===== src/rtl/trade_order_scheduler.sv =====
// Round-robin arbiter that turns per-strategy buy/sell decisions into one
// order stream, gated by a net position limit and a post-order cooldown.
module trade_order_scheduler #(
  parameter int NUM_SRC   = 4,
  parameter int POS_W     = 8,
  parameter int POS_LIMIT = 8,
  parameter int COOLDOWN  = 4,
  parameter int CNT_W     = 16
) (
  input  logic                       clk,
  input  logic                       rst_n,
  input  logic [NUM_SRC-1:0]         src_valid,
  input  logic [NUM_SRC-1:0]         src_buy,
  input  logic [NUM_SRC-1:0]         src_sell,
  output logic                       order_valid,
  input  logic                       order_ready,
  output logic                       order_side,
  output logic [$clog2(NUM_SRC)-1:0] order_src,
  output logic signed [POS_W-1:0]    position,
  output logic                       reject_pulse,
  output logic [CNT_W-1:0]           reject_count,
  output logic                       busy
);
  localparam int IDX_W = $clog2(NUM_SRC);
  localparam int CD_W  = (COOLDOWN > 1) ? $clog2(COOLDOWN) : 1;
  localparam logic signed [POS_W-1:0] LIM_P = POS_W'(POS_LIMIT);
  localparam logic signed [POS_W-1:0] LIM_N = -LIM_P;
  localparam logic signed [POS_W-1:0] ONE   = POS_W'(1);
  localparam logic [CD_W-1:0] CD_LOAD = CD_W'((COOLDOWN > 0) ? COOLDOWN - 1 : 0);
  localparam logic [IDX_W:0]  NSRC    = (IDX_W+1)'(NUM_SRC);

  typedef enum logic [1:0] {IDLE, ISSUE, COOL} state_t;

  state_t                   state_reg, state_next;
  logic [NUM_SRC-1:0]       pending_reg, pending_next;
  logic [NUM_SRC-1:0]       side_reg, side_next;
  logic [NUM_SRC-1:0]       elig, drop, grant_clr;
  logic [IDX_W-1:0]         last_grant_reg, order_src_reg, grant_idx;
  logic                     order_side_reg, grant_found;
  logic signed [POS_W-1:0]  position_reg;
  logic                     reject_pulse_reg;
  logic [CNT_W-1:0]         reject_count_reg;
  logic [CD_W-1:0]          cd_reg;
  logic [IDX_W:0]           cand, drop_cnt;
  logic [CNT_W:0]           rej_sum;
  logic                     buy_ok, sell_ok, hs;

  assign buy_ok  = position_reg < LIM_P;
  assign sell_ok = position_reg > LIM_N;
  assign hs      = (state_reg == ISSUE) && order_ready;

  for (genvar gi = 0; gi < NUM_SRC; gi++) begin : g_src
    logic set_req;
    assign set_req           = src_valid[gi] & (src_buy[gi] ^ src_sell[gi]);
    assign elig[gi]          = pending_reg[gi] & (side_reg[gi] ? buy_ok : sell_ok);
    assign drop[gi]          = (state_reg == IDLE) & pending_reg[gi] & ~elig[gi];
    // a fresh request always survives a same-cycle grant or reject clear
    assign pending_next[gi]  = set_req | (pending_reg[gi] & ~grant_clr[gi] & ~drop[gi]);
    assign side_next[gi]     = set_req ? src_buy[gi] : side_reg[gi];
  end

  always_comb begin
    grant_found = 1'b0;
    grant_idx   = '0;
    cand        = '0;
    for (int k = 1; k <= NUM_SRC; k++) begin
      cand = {1'b0, last_grant_reg} + (IDX_W+1)'(k);
      if (cand >= NSRC) cand = cand - NSRC;
      if (!grant_found && elig[cand[IDX_W-1:0]]) begin
        grant_found = 1'b1;
        grant_idx   = cand[IDX_W-1:0];
      end
    end
  end

  always_comb begin
    drop_cnt = '0;
    for (int i = 0; i < NUM_SRC; i++) drop_cnt = drop_cnt + (IDX_W+1)'(drop[i]);
    rej_sum = {1'b0, reject_count_reg} + (CNT_W+1)'(drop_cnt);
  end

  always_comb begin
    state_next = state_reg;
    grant_clr  = '0;
    case (state_reg)
      IDLE: begin
        if (grant_found) begin
          state_next           = ISSUE;
          grant_clr[grant_idx] = 1'b1;
        end
      end
      ISSUE: begin
        if (order_ready) state_next = (COOLDOWN == 0) ? IDLE : COOL;
      end
      COOL: begin
        if (cd_reg == '0) state_next = IDLE;
      end
      default: state_next = IDLE;
    endcase
  end

  always_ff @(posedge clk or negedge rst_n) begin
    if (!rst_n) begin
      state_reg        <= IDLE;
      pending_reg      <= '0;
      side_reg         <= '0;
      last_grant_reg   <= IDX_W'(NUM_SRC - 1);
      order_src_reg    <= '0;
      order_side_reg   <= 1'b0;
      position_reg     <= '0;
      reject_pulse_reg <= 1'b0;
      reject_count_reg <= '0;
      cd_reg           <= '0;
    end else begin
      state_reg        <= state_next;
      pending_reg      <= pending_next;
      side_reg         <= side_next;
      reject_pulse_reg <= |drop;
      if (|drop) reject_count_reg <= rej_sum[CNT_W] ? '1 : rej_sum[CNT_W-1:0];
      if (state_reg == IDLE && grant_found) begin
        order_src_reg  <= grant_idx;
        order_side_reg <= side_reg[grant_idx];
      end
      if (hs) begin
        position_reg   <= order_side_reg ? position_reg + ONE : position_reg - ONE;
        last_grant_reg <= order_src_reg;
        cd_reg         <= CD_LOAD;
      end else if (state_reg == COOL) begin
        cd_reg <= cd_reg - CD_W'(1);
      end
    end
  end

  assign order_valid  = (state_reg == ISSUE);
  assign order_side   = order_side_reg;
  assign order_src    = order_src_reg;
  assign position     = position_reg;
  assign reject_pulse = reject_pulse_reg;
  assign reject_count = reject_count_reg;
  assign busy         = (state_reg != IDLE);

endmodule


===== config.mk =====
export PLATFORM = sky130hd
export DESIGN_NAME = trade_order_scheduler
export DESIGN_NICKNAME = d
export VERILOG_FILES = /design/src/rtl/trade_order_scheduler.sv
export SDC_FILE = /design/constraint.sdc
export NUM_CORES = 1
export LEC_CHECK = 0
export BUFFER_PORTS_ARGS = -buffer_cell sky130_fd_sc_hd__buf_2
export CORE_MARGIN = 1.5
export CORE_UTILIZATION = 60
export CTS_BUF_LIST = sky130_fd_sc_hd__clkbuf_4 sky130_fd_sc_hd__clkbuf_8 sky130_fd_sc_hd__clkbuf_16
export DETAILED_ROUTE_END_ITERATION = 10
export PLACE_DENSITY = 0.85
export SLEW_MARGIN = 10
export SYNTH_ARGS = -nofsm -noshare
export SYNTH_HDL_FRONTEND = slang
export SYNTH_SLANG_ARGS = --single-unit
export TNS_END_PERCENT = 20

===== constraint.sdc =====
create_clock -name clk -period 9.1 [get_ports clk]
set_clock_uncertainty 0.1 [all_clocks]
set_input_delay 1.82 -clock clk [delete_from_list [all_inputs] [get_ports clk]]
set_output_delay 1.82 -clock clk [all_outputs]
set_load 0.1 [all_outputs]

# ---- After elaboration in Yosys (flattened, before gate mapping)
# Cells that the tools add are included.
dict set report totals {
  reg_bits 42
}
dict set report classes {
  bitwise_logic 44
  n_eq_ne 5
  n_mux 38
  n_reduce_logical 15
  order_cmp 12
  add_sub_neg 15
}
# operator count
set ops {}
lappend ops {{2-bit 2-to-1 mux} 13}
lappend ops {{1-bit AND} 24}
lappend ops {{16-bit by 3-bit adder with 17-bit output} 1}
lappend ops {{16-bit 2-to-1 mux} 1}
lappend ops {{2-bit by 3-bit < comparator with 1-bit output, second input constant} 5}
lappend ops {{1-bit 2-to-1 mux} 14}
lappend ops {{3-bit >= comparator, second input constant} 4}
lappend ops {{1-bit NOT} 12}
lappend ops {{1-bit binary-select mux with 2-bit select} 5}
lappend ops {{2-bit by 1-bit subtractor with 2-bit output, second input constant} 5}
lappend ops {{8-bit by 2-bit adder with 8-bit output, second input constant} 1}
lappend ops {{8-bit by 4-bit > comparator with 1-bit output, second input constant} 1}
lappend ops {{8-bit by 5-bit < comparator with 1-bit output, second input constant} 1}
lappend ops {{4-bit 2-to-1 mux} 2}
lappend ops {{8-bit 2-to-1 mux} 1}
lappend ops {{8-bit by 2-bit subtractor with 8-bit output, second input constant} 1}
lappend ops {{2-bit by 2-bit adder with 3-bit output, second input constant} 2}
lappend ops {{1-bit logical AND} 6}
lappend ops {{2-bit case mux with 3 select lines} 1}
lappend ops {{2-bit zero test} 2}
lappend ops {{2-bit inequality test, second input constant} 2}
lappend ops {{1-bit OR} 4}
lappend ops {{2-bit nonzero test} 2}
lappend ops {{4-bit OR reduction} 1}
lappend ops {{13 further kinds} 18}

# ---- Depth between registers and ports, before layout
# Gate-level depths: netlist (run 1).
dict set report depth {
  ltp_word 25
  depth_mapped 17
}

# ---- Worst setup path before layout (run 1)
# Ideal clock, no wire load.
dict set report synth_timing {
  path_type {register -> register}
  startpoint {register position_reg[4] (netlist: position[4])}
  endpoint {register reject_count_reg[1] (netlist: reject_count[1])}
  stages_incl_launch_ff 17
  path_slack_ns 4.711
  setup_time_ns 0.069
  t_arrival_ns 4.220
  cell_sequence {dfrtp_1 > and4_1 > a21oi_1 > o21ai_0 > nor2_1 > fa_1 > inv_1 > fa_1 > inv_1 > fa_1 > nand4_1 > nor2_1 > and2_1 > clkbuf_1 > nand4_1 > buf_4 > nand2_1}
}
dict set report synth_between {
  elab_chain_cells 10
}
# element line_no
set synth_rtl {}
lappend synth_rtl {{start: declaration} 40} ;# logic signed [POS_W-1:0] position_reg;
lappend synth_rtl {{start signal: assignment} 125} ;# position_reg <= order_side_reg ? position_reg + ONE : position_reg - ONE;
lappend synth_rtl {{8-bit by 4-bit > comparator with 1-bit output / 8-bit by 5-bit < comparator with 1-bit output (equally long branches)} {49, 48}}
lappend synth_rtl {{1-bit 2-to-1 mux} 55} ;# assign elig[gi] = pending_reg[gi] & (side_reg[gi] ? buy_ok : sell_ok);
lappend synth_rtl {{1-bit AND} 55}
lappend synth_rtl {{1-bit NOT} 56} ;# assign drop[gi] = (state_reg == IDLE) & pending_reg[gi] & ~elig[gi];
lappend synth_rtl {{1-bit AND} 56}
lappend synth_rtl {{1-bit by 1-bit adder with 2-bit output} 78} ;# for (int i = 0; i < NUM_SRC; i++) drop_cnt = drop_cnt + (IDX_W+1)'(drop[i]);
lappend synth_rtl {{2-bit by 1-bit adder with 3-bit output} 78}
lappend synth_rtl {{3-bit by 1-bit adder with 3-bit output} 78}
lappend synth_rtl {{16-bit by 3-bit adder with 17-bit output} 79} ;# rej_sum = {1'b0, reject_count_reg} + (CNT_W+1)'(drop_cnt);
lappend synth_rtl {{16-bit 2-to-1 mux} 119} ;# if (|drop) reject_count_reg <= rej_sum[CNT_W] ? '1 : rej_sum[CNT_W-1:0];
lappend synth_rtl {{end signal: assignment} 119}
lappend synth_rtl {{end: declaration} 42} ;# logic [CNT_W-1:0] reject_count_reg;
# Several ways; a longest one is shown, not always the timed one.
# A chain may end at the register's enable or synchronous reset.

# ---- Worst setup path after layout (run 1)
dict set report layout_timing {
  startpoint {register position_reg[6] (netlist: position[6])}
  endpoint {register reject_count_reg[4] (netlist: reject_count[4])}
}
# The elaborated chain is that of the path after synthesis.

==> impl_summary.txt, run 1 <==
----------------------------------------------------
[Clock network]
  Maximum buffer depth of the clock tree ... 2
  Hold bufs inserted after CTS ... 0
  H-tree Lvls ... 2
  Sinks on Clock Net ... between 40 and 50
  Setup Fix Bufs, Post-CTS ... 0
  Skew-Pair Late Insertion Delay ... 0.30 ns
  CTS clock-pin slew for the worst setup and hold paths ... 0.08 ns
  Clock tree from TritonCTS ... yes
  CTS resizes ... 0
  Number of buffers created by CTS ... 5
  Root buffer cell ... sky130_fd_sc_hd__clkbuf_8

[Final layout]
  Number of flip-flops under the largest register name ... 16
  Multi-input combinational cell area ... around 1400 um2
  Net count, final ... 342
  Total inserted antenna cells ... 0
  Area growth from synthesis to layout ... 14.49%
  Filler instances ... around 320
  Register area ... about 1100 um2
  Share of post-route cells with drive strength above 1 ... 0.2120

[Drt]
  Aggregate routed wire length ... 5487 um
  Iter 0 DRT Violations ... 150
  First-pass detailed-route iteration total ... 4
  Average via count per standard cell ... 5.888
  Remaining design rule violation count ... 0
  Post-detailed-route count of antenna-violating nets ... 0
  Average routed wire per standard cell ... 14.99 um
  Via count ... approximately 2200

[STA]
  Number of pins exceeding their max-slew limit in the final report ... 0
  Slew HR ... 0.3897
  Fmax ... between 200 and 250 MHz
  Total negative setup slack ... 0 ns
  Time the worst path needs with I/O delays and setup ... ~4.2 ns
  Tightest Pin Transition ... between 0.9 and 1 ns
  Setup repair after global routing missed its margin ... no
  Total of endpoints with negative setup slack in the final report ... 0
  Share of the clock period used by the worst path after layout ... 0.4616
  Hold Violations, Final ... 0

[Worst hold path]
  Hold WC Path Type ... flip-flop to flip-flop

[Setup path]
  Critical path arrival ... 4.32 ns
  Worst Path Required ... around 9 ns
  Worst setup EP type ... flip-flop
  Setup CP Type ... flip-flop to flip-flop
  Startpoint kind of the worst setup timing path ... flip-flop
  Max Fanout on Critical Path ... 11

[Logic synthesis]
  EDFF count, synth ... 0
  Number of distinct library cells after synthesis ... 48
  Mapped Area ... 2556 um2
  Synthesized flop and latch total ... 42
  Synth Warn # ... 0
  Average size of a mapped cell ... 9.467 um2
  Seq/Total Area, Yosys ... 0.4121
  Most used DFF post-synth ... sky130_fd_sc_hd__dfrtp_1
  Synth async-reset ratio ... 1.000
  Post-Syn Nets ... 297
  Cells after synthesis ... 270

[Run status]
  Status ... finished, final reports clean

[Floorplanning]
  Die area ... 4661 um2
  Floorplan Core Area ... a little over 4000 um2
  Site row count ... 23
  Width of the die ... slightly below 70 um
  Initial core utilization ... 0.6300
  Ports ... 45
  Die Height ... 68.27 um

[Placement]
  Placer's final routability congestion estimate ... 0.8917
  Number of I/O port buffers ... 44
  Hpwl dp ... 4066 um

[GRT]
  Wire length of the first global-routing pass ... 8901 um
  Overall overflow remaining after global route ... 0
  All-layer global routing usage ... 0.2588
  Maximum number of pins on one net before global-route repair ... 43
  Antenna violations before repair ... 0
  Via count of the first global-routing pass ... about 2000

[Flow run]
  Max-cap violations ... 0

----------------------------------------------------
[worst max-delay path, stage by stage, from the launching register on]
cell                      delay (ns)
sky130_fd_sc_hd__dfrtp_1        0.44
sky130_fd_sc_hd__nor4_4         0.47
sky130_fd_sc_hd__nor3b_1        0.13
sky130_fd_sc_hd__o21ai_0        0.45
sky130_fd_sc_hd__nor2_1         0.11
sky130_fd_sc_hd__fa_1           0.49
sky130_fd_sc_hd__inv_1          0.05
sky130_fd_sc_hd__fa_1           0.43
sky130_fd_sc_hd__inv_1          0.08
sky130_fd_sc_hd__fa_1           0.20
sky130_fd_sc_hd__nand4_1        0.08
sky130_fd_sc_hd__nor2_1         0.21
sky130_fd_sc_hd__and2_1         0.30
sky130_fd_sc_hd__nand4_1        0.41
sky130_fd_sc_hd__o21ai_0        0.19
[metal layers]
| layer | GRT usage | part of all wire | routed length, um | up-vias |
|---|---|---|---|---|
| met2 | 0.4405 | 0.49 | 2711 | 67 |
| met1 | 0.3031 | 0.42 | 2331 | 1022 |
| li1 | - | - | - | 1050 |
| met3 | 0.06086 | 0.049 | 269 | 16 |
| met4 | 0.1325 | 0.032 | 174 | 0 |
| met5 | 0 | 0 | 0 | - |
[logic make-up (layout without fill, tap and decap cells)]
group	count (synthesis)	after routing	share of synthesized area
AOI/OAI and AO/OA	75	75	0.1948
xor gates and xnor gates	19	19	0.06510
adders and majority gates	12	12	0.07049
buffers and inverters	21	67	0.03231
DFF	42	42	0.4121
muxes	7	7	0.02839
and+or+nand+nor	94	94	0.1968
[cells in the final DEF, fill, tap and decap left out, drive strengths merged, types with 3 or more instances in the layout]
cell type and n:
buf 44, dfrtp 40, o21ai 29, nand2 27, a21oi 16, inv 15, nor2 15, xor2 10
nand2b 9, xnor2 9, nand3 9, ha 8, and3 6, clkbuf 6, nor2b 5, a31oi 5
a21o 5, mux2i 5, nand4 5, or3 4, fa 4, or2 4, nor3b 3, and2 3
[through the flow]
| step | area [um2] | hold WS [ns] | setup WS [ns] | std cells | utilization |
|---|---|---|---|---|---|
| floorplan | 2556 | 0.3727 | 4.711 | 270 | - |
| global placement | 2813 | 0.3764 | 5.110 | 358 | 0.6932 |
| detailed placement | 2813 | 0.3976 | 4.963 | 358 | 0.6932 |
| CTS | 2927 | 0.4142 | 4.907 | 366 | 0.7212 |
| global route | 2927 | 0.4570 | 4.508 | 366 | 0.7212 |
| finish | 2927 | 0.4129 | 4.899 | 366 | 0.7212 |
[cell usage after synthesis (5+ instances only)]
cell type / instances / area (um2)
sky130_fd_sc_hd__mux2i_1: 5 / 50.05
sky130_fd_sc_hd__xor2_1: 10 / 87.58
sky130_fd_sc_hd__clkbuf_1: 5 / 18.77
sky130_fd_sc_hd__xnor2_1: 9 / 78.83
sky130_fd_sc_hd__nor2b_1: 5 / 31.28
sky130_fd_sc_hd__a21oi_1: 16 / 80.08
sky130_fd_sc_hd__a21o_1: 5 / 37.54
sky130_fd_sc_hd__nand2b_1: 9 / 56.30
sky130_fd_sc_hd__inv_1: 15 / 56.30
sky130_fd_sc_hd__ha_1: 8 / 100.1
sky130_fd_sc_hd__a31oi_1: 5 / 31.28
sky130_fd_sc_hd__nand2_1: 27 / 101.4
sky130_fd_sc_hd__nand3_1: 9 / 45.04
sky130_fd_sc_hd__dfrtp_1: 40 / 1001
sky130_fd_sc_hd__o21ai_0: 28 / 140.1
sky130_fd_sc_hd__and3_1: 6 / 37.54
sky130_fd_sc_hd__nor2_1: 15 / 56.30
[final timing paths]
path / from / endpoint / slack (ns) / cells after the start
worst min-delay path: order_src[1] / order_src[1] / 0.41 / 2
worst min register to register: order_src[1] / order_src[1] / 0.41 / 2
worst max-delay path: position[6] / reject_count[4] / 4.90 / 14
max in group asynchronous: rst_n / cd_reg[0] / 6.78 / 1
min in group asynchronous: rst_n / side_reg[3] / 1.55 / 1
worst max register to register: position[6] / reject_count[4] / 4.90 / 14
[cell type report]
cell class              count  share of cell area
multi-input cells         207              0.4852
inverters                  15             0.01924
clock inverters             2             0.01283
well taps                  50             0.02138
clock buffers               6             0.02608
repair buffers             44             0.07525
flip-flops and latches     42              0.3600
Power of run 1 is left out: the tool's default activity adds up to more than one toggle a clock period on the data nets, which glitch-free logic cannot reach.
==> run 2, diff against run 1 <==
CORE_UTILIZATION = 51   (was 60)
PLACE_DENSITY = 0.77   (was 0.85)
clock period = 3.65 ns   (was 9.1 ns; I/O delays follow)
==> run 2 against run 1 <==
Net effect:
- design area is 4.1% higher
- via count up 2.3%
- register-to-register slack lost 4.8 ns
- fmax is 19% higher
==> impl_summary.txt, run 2 (synthesis gave the netlist of run 1 again) <==
----------------------------------------------------
[Run status]
  Status ... finished, final reports clean

[Final layout]
  Multi-input combinational cell area ... 1458 um2 (+2.6%)
  Number of flip-flops under the largest register name ... 16 (unchanged)
  Most common cell after layout, fill and taps aside ... sky130_fd_sc_hd__buf_2
  Filler instances ... 409 (+30%)
  Register area ... 1076 um2 (+2.1%)
  Share of post-route cells with drive strength above 1 ... 0.2826 (+0.07058)
  Total inserted antenna cells ... 0 (unchanged)
  Area growth from synthesis to layout ... 19.24%
  Commonest cells after routing, fill and taps aside ... 44 x sky130_fd_sc_hd__buf_2, 32 x sky130_fd_sc_hd__dfrtp_1, 27 x sky130_fd_sc_hd__nand2_1
  Net count, final ... 348 (+1.8%)
  Number of standard cells in the final layout excluding fillers ... 389 (+6.3%)

[GRT]
  Via count of the first global-routing pass ... 2097 (+2.8%)
  Maximum number of pins on one net before global-route repair ... 43 (unchanged)
  Overall overflow remaining after global route ... 0 (unchanged)
  Antenna violations before repair ... 0 (unchanged)
  All-layer global routing usage ... 0.2332 (-0.02567)
  Wire length of the first global-routing pass ... 9625 um (+8.1%)

[Setup path]
  Slowest CP cell ... sky130_fd_sc_hd__or3_1
  Startpoint kind of the worst setup timing path ... flip-flop
  Largest stage delay on the critical path ... 0.51 ns (+0.02 ns)
  Worst Path Required ... 3.74 ns (-5.48 ns)
  Setup CP Type ... flip-flop to flip-flop
  Max Fanout on Critical Path ... 6 (-5)
  Family with the most delay on the worst path ... simple AND/OR/NAND/NOR gates
  Cell-by-cell listing of the critical path ... or3_1 > a21boi_0 > o21ai_0 > or2_2 > fa_2 > nor2b_1 > o21ai_0 > nor2_1 > and2_1 > nand4_1 > mux2i_1
  Critical path arrival ... 3.61 ns (-0.71 ns)
  Most prevalent standard cell on the critical path ... sky130_fd_sc_hd__o21ai_0
  Number of buffer and inverter instances along the worst setup path ... 0 (-2)
  Worst setup EP type ... flip-flop

[STA]
  Fmax ... 284.3 MHz (+19%)
  Total of endpoints with negative setup slack in the final report ... 0 (unchanged)
  Time the worst path needs with I/O delays and setup ... 3.518 ns (-0.6828 ns)
  Number of pins exceeding their max-slew limit in the final report ... 0 (unchanged)
  Tightest Pin Transition ... 0.9228 ns (+0.007403 ns)
  Slew HR ... 0.3848 (-0.004935)
  Hold Violations, Final ... 0 (unchanged)
  Share of the clock period used by the worst path after layout ... 0.9638 (+0.5022)

[Placement]
  Hpwl dp ... 4225 um (+3.9%)
  # placed instances ... 378 (+5.6%)
  Placer's final routability congestion estimate ... 0.8897 (-0.22%)
  Number of I/O port buffers ... 44 (unchanged)

[Clock network]
  Sinks on Clock Net ... 42 (unchanged)
  Clock tree from TritonCTS ... yes
  CTS clock-pin slew for the worst setup and hold paths ... 0.08 ns (about the same)
  Number of buffers created by CTS ... 5 (unchanged)
  Root buffer cell ... sky130_fd_sc_hd__clkbuf_8
  Skew-Pair Late Insertion Delay ... 0.30 ns (about the same)
  Maximum buffer depth of the clock tree ... 2 (unchanged)
  H-tree Lvls ... 2 (unchanged)

[Drt]
  Via count ... 2205 (+2.3%)
  Average via count per standard cell ... 5.668 (-3.7%)
  Average routed wire per standard cell ... 15.10 um (+0.72%)
  Aggregate routed wire length ... 5874 um (+7.1%)
  First-pass detailed-route iteration total ... 4 (unchanged)
  Post-detailed-route count of antenna-violating nets ... 0 (unchanged)
  Iter 0 DRT Violations ... 136 (-9.3%)
  Remaining design rule violation count ... 0 (unchanged)

[Floorplanning]
  Floorplan Core Area ... 4786 um2 (+18%)
  Initial core utilization ... 0.5341 (-0.09585)
  Ports ... 45 (unchanged)
  Site row count ... 25 (+8.7%)
  Die area ... 5446 um2 (+17%)
  Width of the die ... 73.80 um (+8.1%)
  Die Height ... 73.80 um (+8.1%)

[Flow run]
  Max-cap violations ... 0 (unchanged)

[Worst hold path]
  Hold WC Path Type ... flip-flop to flip-flop

----------------------------------------------------
## run 2: changes by cell type in the layout (fill, tap and decap cells not counted), moves of 2 or more
cell,delta
sky130_fd_sc_hd__a21oi_1,-2
sky130_fd_sc_hd__buf_4,+6
sky130_fd_sc_hd__clkinv_2,+2
sky130_fd_sc_hd__dfrtp_1,-8
sky130_fd_sc_hd__dfrtp_2,+3
sky130_fd_sc_hd__dfrtp_4,+5
sky130_fd_sc_hd__fa_1,-2
sky130_fd_sc_hd__fa_2,+2
sky130_fd_sc_hd__o21ai_0,-2
sky130_fd_sc_hd__o21ai_2,+2
## run 2: path summary, 6_finish.rpt
kind | from | endpoint | slack (ns) | cells past startpoint
setup / recovery | position[0] | reject_count[15] | 0.13 | 11
hold reg to reg | last_grant_reg[0] | last_grant_reg[0] | 0.40 | 2
max in group asynchronous | rst_n | position[7] | 2.30 | 1
hold / removal | last_grant_reg[0] | last_grant_reg[0] | 0.40 | 2
min in group asynchronous | rst_n | reject_pulse | 0.47 | 1
setup reg to reg | position[0] | reject_count[15] | 0.13 | 11
## run 2: cell type report
class | count | area share
inverter | 15 | 0.01847
multi-input combinational | 207 | 0.4782
timing repair buffer | 50 | 0.08703
clock inverter | 3 | 0.01314
clock buffer | 5 | 0.02258
tap | 67 | 0.02750
sequential | 42 | 0.3530
## run 2: stage by stage
stage	utilization	hold WS, ns	setup WS (ns)	TNS (ns)	cell area (um2)
after floorplan	-	0.3344	-0.05445	-0.5366	2605
after global placement	0.6058	0.3845	0.1171	0	2899
after detailed placement	0.6058	0.3905	0.02925	0	2899
after CTS	0.6301	0.4028	0.009167	0	3015
after global routing	0.6369	0.4357	-0.009133	-0.009133	3048
final	0.6369	0.3968	0.1323	0	3048
## run 2: worst reg2reg max path, cell delays in order, from the launching register on
cell	delay (ns)
sky130_fd_sc_hd__dfrtp_2	0.45
sky130_fd_sc_hd__or3_1	0.52
sky130_fd_sc_hd__a21boi_0	0.31
sky130_fd_sc_hd__o21ai_0	0.24
sky130_fd_sc_hd__or2_2	0.36
sky130_fd_sc_hd__fa_2	0.38
sky130_fd_sc_hd__nor2b_1	0.11
sky130_fd_sc_hd__o21ai_0	0.15
sky130_fd_sc_hd__nor2_1	0.20
sky130_fd_sc_hd__and2_1	0.30
sky130_fd_sc_hd__nand4_1	0.17
sky130_fd_sc_hd__mux2i_1	0.14
## run 2: layer usage
layer / vias up / track usage / share of wire
li1: 1061 / - / -
met1: 1083 / 0.3112 / 0.45
met2: 51 / 0.3814 / 0.50
met3: 10 / 0.04527 / 0.035
met4: 0 / 0.07613 / 0.016
met5: - / 0 / 0
## run 2: what timing repair did
item | 4_1_cts | 5_1_grt
buffers inserted | 1 | 2
resized for setup | 0 | 5
pin swaps | 1 | 3
endpoints found under the setup margin | 1 | 16
hold buffers | 0 | 0
gates cloned | 0 | 0
Power of run 2 is left out for the same reason.
==> run 3, diff against run 2 <==
GPL_TIMING_DRIVEN = 0   (was not set)
MAX_ROUTING_LAYER = met4   (was not set)
==> run 3 against run 2 <==
Net effect:
- worst setup slack improved by 0.0059 ns
- core utilization increased by 1.2 points
- highest routed layer unchanged
- worst hold slack improved by 0.0099 ns
- first-iteration DRC count decreased by 0.74%
- final cell count increased by 1.8%
- flip-flop and latch count unchanged
- register-to-register slack about the same
- design area increased by 1.9%
- fmax increased by 0.17%
==> impl_summary.txt, run 3 (synthesis gave the netlist of run 1 again) <==
----------------------------------------------------
[Placement]
  Number of I/O port buffers ... 44 (unchanged)
  Hpwl dp ... 4186 um (-0.92%)
  Placer's final routability congestion estimate ... 0.8869 (-0.31%)
  Post-Place Worst Slack ... -0.09584 ns (-0.1251 ns)

[Run status]
  Status ... finished, final reports clean

[Clock network]
  Maximum buffer depth of the clock tree ... 2 (unchanged)
  Number of buffers created by CTS ... 5 (unchanged)
  Clock tree from TritonCTS ... yes
  Hold bufs inserted after CTS ... 0 (unchanged)
  H-tree Lvls ... 2 (unchanged)
  Skew-Pair Late Insertion Delay ... 0.30 ns (about the same)
  Root buffer cell ... sky130_fd_sc_hd__clkbuf_8
  CTS clock-pin slew for the worst setup and hold paths ... 0.08 ns (about the same)
  Sinks on Clock Net ... 42 (unchanged)

[Setup path]
  Worst Path Required ... 3.79 ns (+0.05 ns)
  Reg2reg start ... position[3]
  Max Fanout on Critical Path ... 8 (+2)
  Worst setup EP type ... flip-flop
  Worst Reg-to-Reg Cells ... 16 (+5)
  Setup CP Type ... flip-flop to flip-flop
  Critical path arrival ... 3.65 ns (+0.04 ns)
  Worst setup path startpoint ... position[3]
  Startpoint kind of the worst setup timing path ... flip-flop

[Floorplanning]
  Die area ... 5446 um2 (unchanged)
  Floorplan Core Area ... 4786 um2 (unchanged)
  Width of the die ... 73.80 um (unchanged)
  Ports ... 45 (unchanged)
  Die Height ... 73.80 um (unchanged)
  Site row count ... 25 (unchanged)
  Initial core utilization ... 0.5341 (unchanged)

[STA]
  Share of the clock period used by the worst path after layout ... 0.9621 (-0.001620)
  Total negative setup slack ... 0 ns (unchanged)
  Tightest Pin Transition ... 0.9328 ns (+0.01002 ns)
  Slew HR ... 0.3781 (-0.006677)
  Worst Slack Setup Final ... 0.1382 ns (+0.005912 ns)
  Fmax ... 284.8 MHz (+0.17%)
  Hold Violations, Final ... 0 (unchanged)
  Time the worst path needs with I/O delays and setup ... 3.512 ns (-0.005912 ns)
  Total of endpoints with negative setup slack in the final report ... 0 (unchanged)
  Number of pins exceeding their max-slew limit in the final report ... 0 (unchanged)
  Tightest hold margin ... 0.4067 ns (+0.009934 ns)

[Final layout]
  Final core utilization ... 0.6489 (+0.01203)
  Net count, final ... 355 (+2.0%)
  Area growth from synthesis to layout ... 21.49%
  Total inserted antenna cells ... 0 (unchanged)
  Share of post-route cells with drive strength above 1 ... 0.3040 (+0.02134)
  Filler instances ... 408 (-0.24%)
  Commonest cells after routing, fill and taps aside ... 44 x sky130_fd_sc_hd__buf_2, 32 x sky130_fd_sc_hd__dfrtp_1, 27 x sky130_fd_sc_hd__nand2_1
  Most common cell after layout, fill and taps aside ... sky130_fd_sc_hd__buf_2
  Number of flip-flops under the largest register name ... 16 (unchanged)

[GRT]
  Via count of the first global-routing pass ... 2093 (-0.19%)
  Antenna violations before repair ... 0 (unchanged)
  Maximum number of pins on one net before global-route repair ... 43 (unchanged)
  Overall overflow remaining after global route ... 0 (unchanged)
  Wire length of the first global-routing pass ... 9487 um (-1.4%)
  All-layer global routing usage ... 0.2342 (+0.0009916)

[Drt]
  Aggregate routed wire length ... 5739 um (-2.3%)
  Post-detailed-route count of antenna-violating nets ... 0 (unchanged)
  Average routed wire per standard cell ... 14.49 um (-4.0%)
  Via count ... 2222 (+0.77%)
  Average via count per standard cell ... 5.611 (-1.0%)
  First-pass detailed-route iteration total ... 4 (unchanged)
  Iter 0 DRT Violations ... 135 (-0.74%)
  Remaining design rule violation count ... 0 (unchanged)

[Worst hold path]
  Worst Min Path Start ... last_grant_reg[0]
  Hold WC Path Type ... flip-flop to flip-flop
  Number of cells on the worst hold path ... 2 (unchanged)

[Flow run]
  Max-cap violations ... 0 (unchanged)

----------------------------------------------------
==> run 3: layer usage <==
layer / up-vias / wire [um] / share of wire / GRT usage
met5: - / 0 / 0 / -
met4: 0 / 72 / 0.013 / 0.07407
met3: 9 / 270 / 0.047 / 0.05350
met2: 57 / 2766 / 0.48 / 0.3594
met1: 1087 / 2630 / 0.46 / 0.3088
li1: 1069 / - / - / -
==> run 3: final cells by class <==
type	count	area, um2	area share
well taps	67	83.83	0.02699
inverters	15	56.30	0.01813
repair buffers	53	287.8	0.09267
flip-flops and latches	42	1076	0.3465
clock buffers	7	90.09	0.02901
clock inverters	1	5.005	0.001612
multi-input cells	207	1475	0.4750
plain buffers	4	31.28	0.01007
==> run 3: path summary, 6_finish.rpt <==
path                                endpoint  slack (ns)
setup reg to reg             reject_count[3]        0.14
max in group asynchronous        position[4]        2.28
hold / removal             last_grant_reg[0]        0.41
min in group asynchronous    reject_count[7]        0.47
hold reg to reg            last_grant_reg[0]        0.41
setup / recovery             reject_count[3]        0.14
==> run 3: per-stage QoR <==
step                      instance area, um2  cells
after floorplan                         2605    270
after global placement                  2909    381
after detailed placement                2909    381
after CTS                               3030    391
after global routing                    3105    396
final                                   3105    396
==> run 3: critical path: stages (launching register included) <==
cell                      delay, ns
sky130_fd_sc_hd__dfrtp_4       0.50
sky130_fd_sc_hd__nor4_4        0.39
sky130_fd_sc_hd__nor2_1        0.11
sky130_fd_sc_hd__o21ai_2       0.19
sky130_fd_sc_hd__nor2_1        0.07
sky130_fd_sc_hd__fa_1          0.48
sky130_fd_sc_hd__inv_1         0.05
sky130_fd_sc_hd__fa_2          0.35
sky130_fd_sc_hd__inv_2         0.06
sky130_fd_sc_hd__fa_2          0.19
sky130_fd_sc_hd__nand4_1       0.09
sky130_fd_sc_hd__nor2_2        0.15
sky130_fd_sc_hd__and2_4        0.16
sky130_fd_sc_hd__buf_6         0.11
sky130_fd_sc_hd__nand4_1       0.18
sky130_fd_sc_hd__buf_4         0.21
sky130_fd_sc_hd__nand2_1       0.05
==> run 3: timing repair <==
item	in CTS	in global routing
cloned	0	1
pin swaps	2	7
buffers inserted	2	6
resized for setup	3	10
setup endpoints to repair	13	16
Power of run 3 is left out for the same reason.
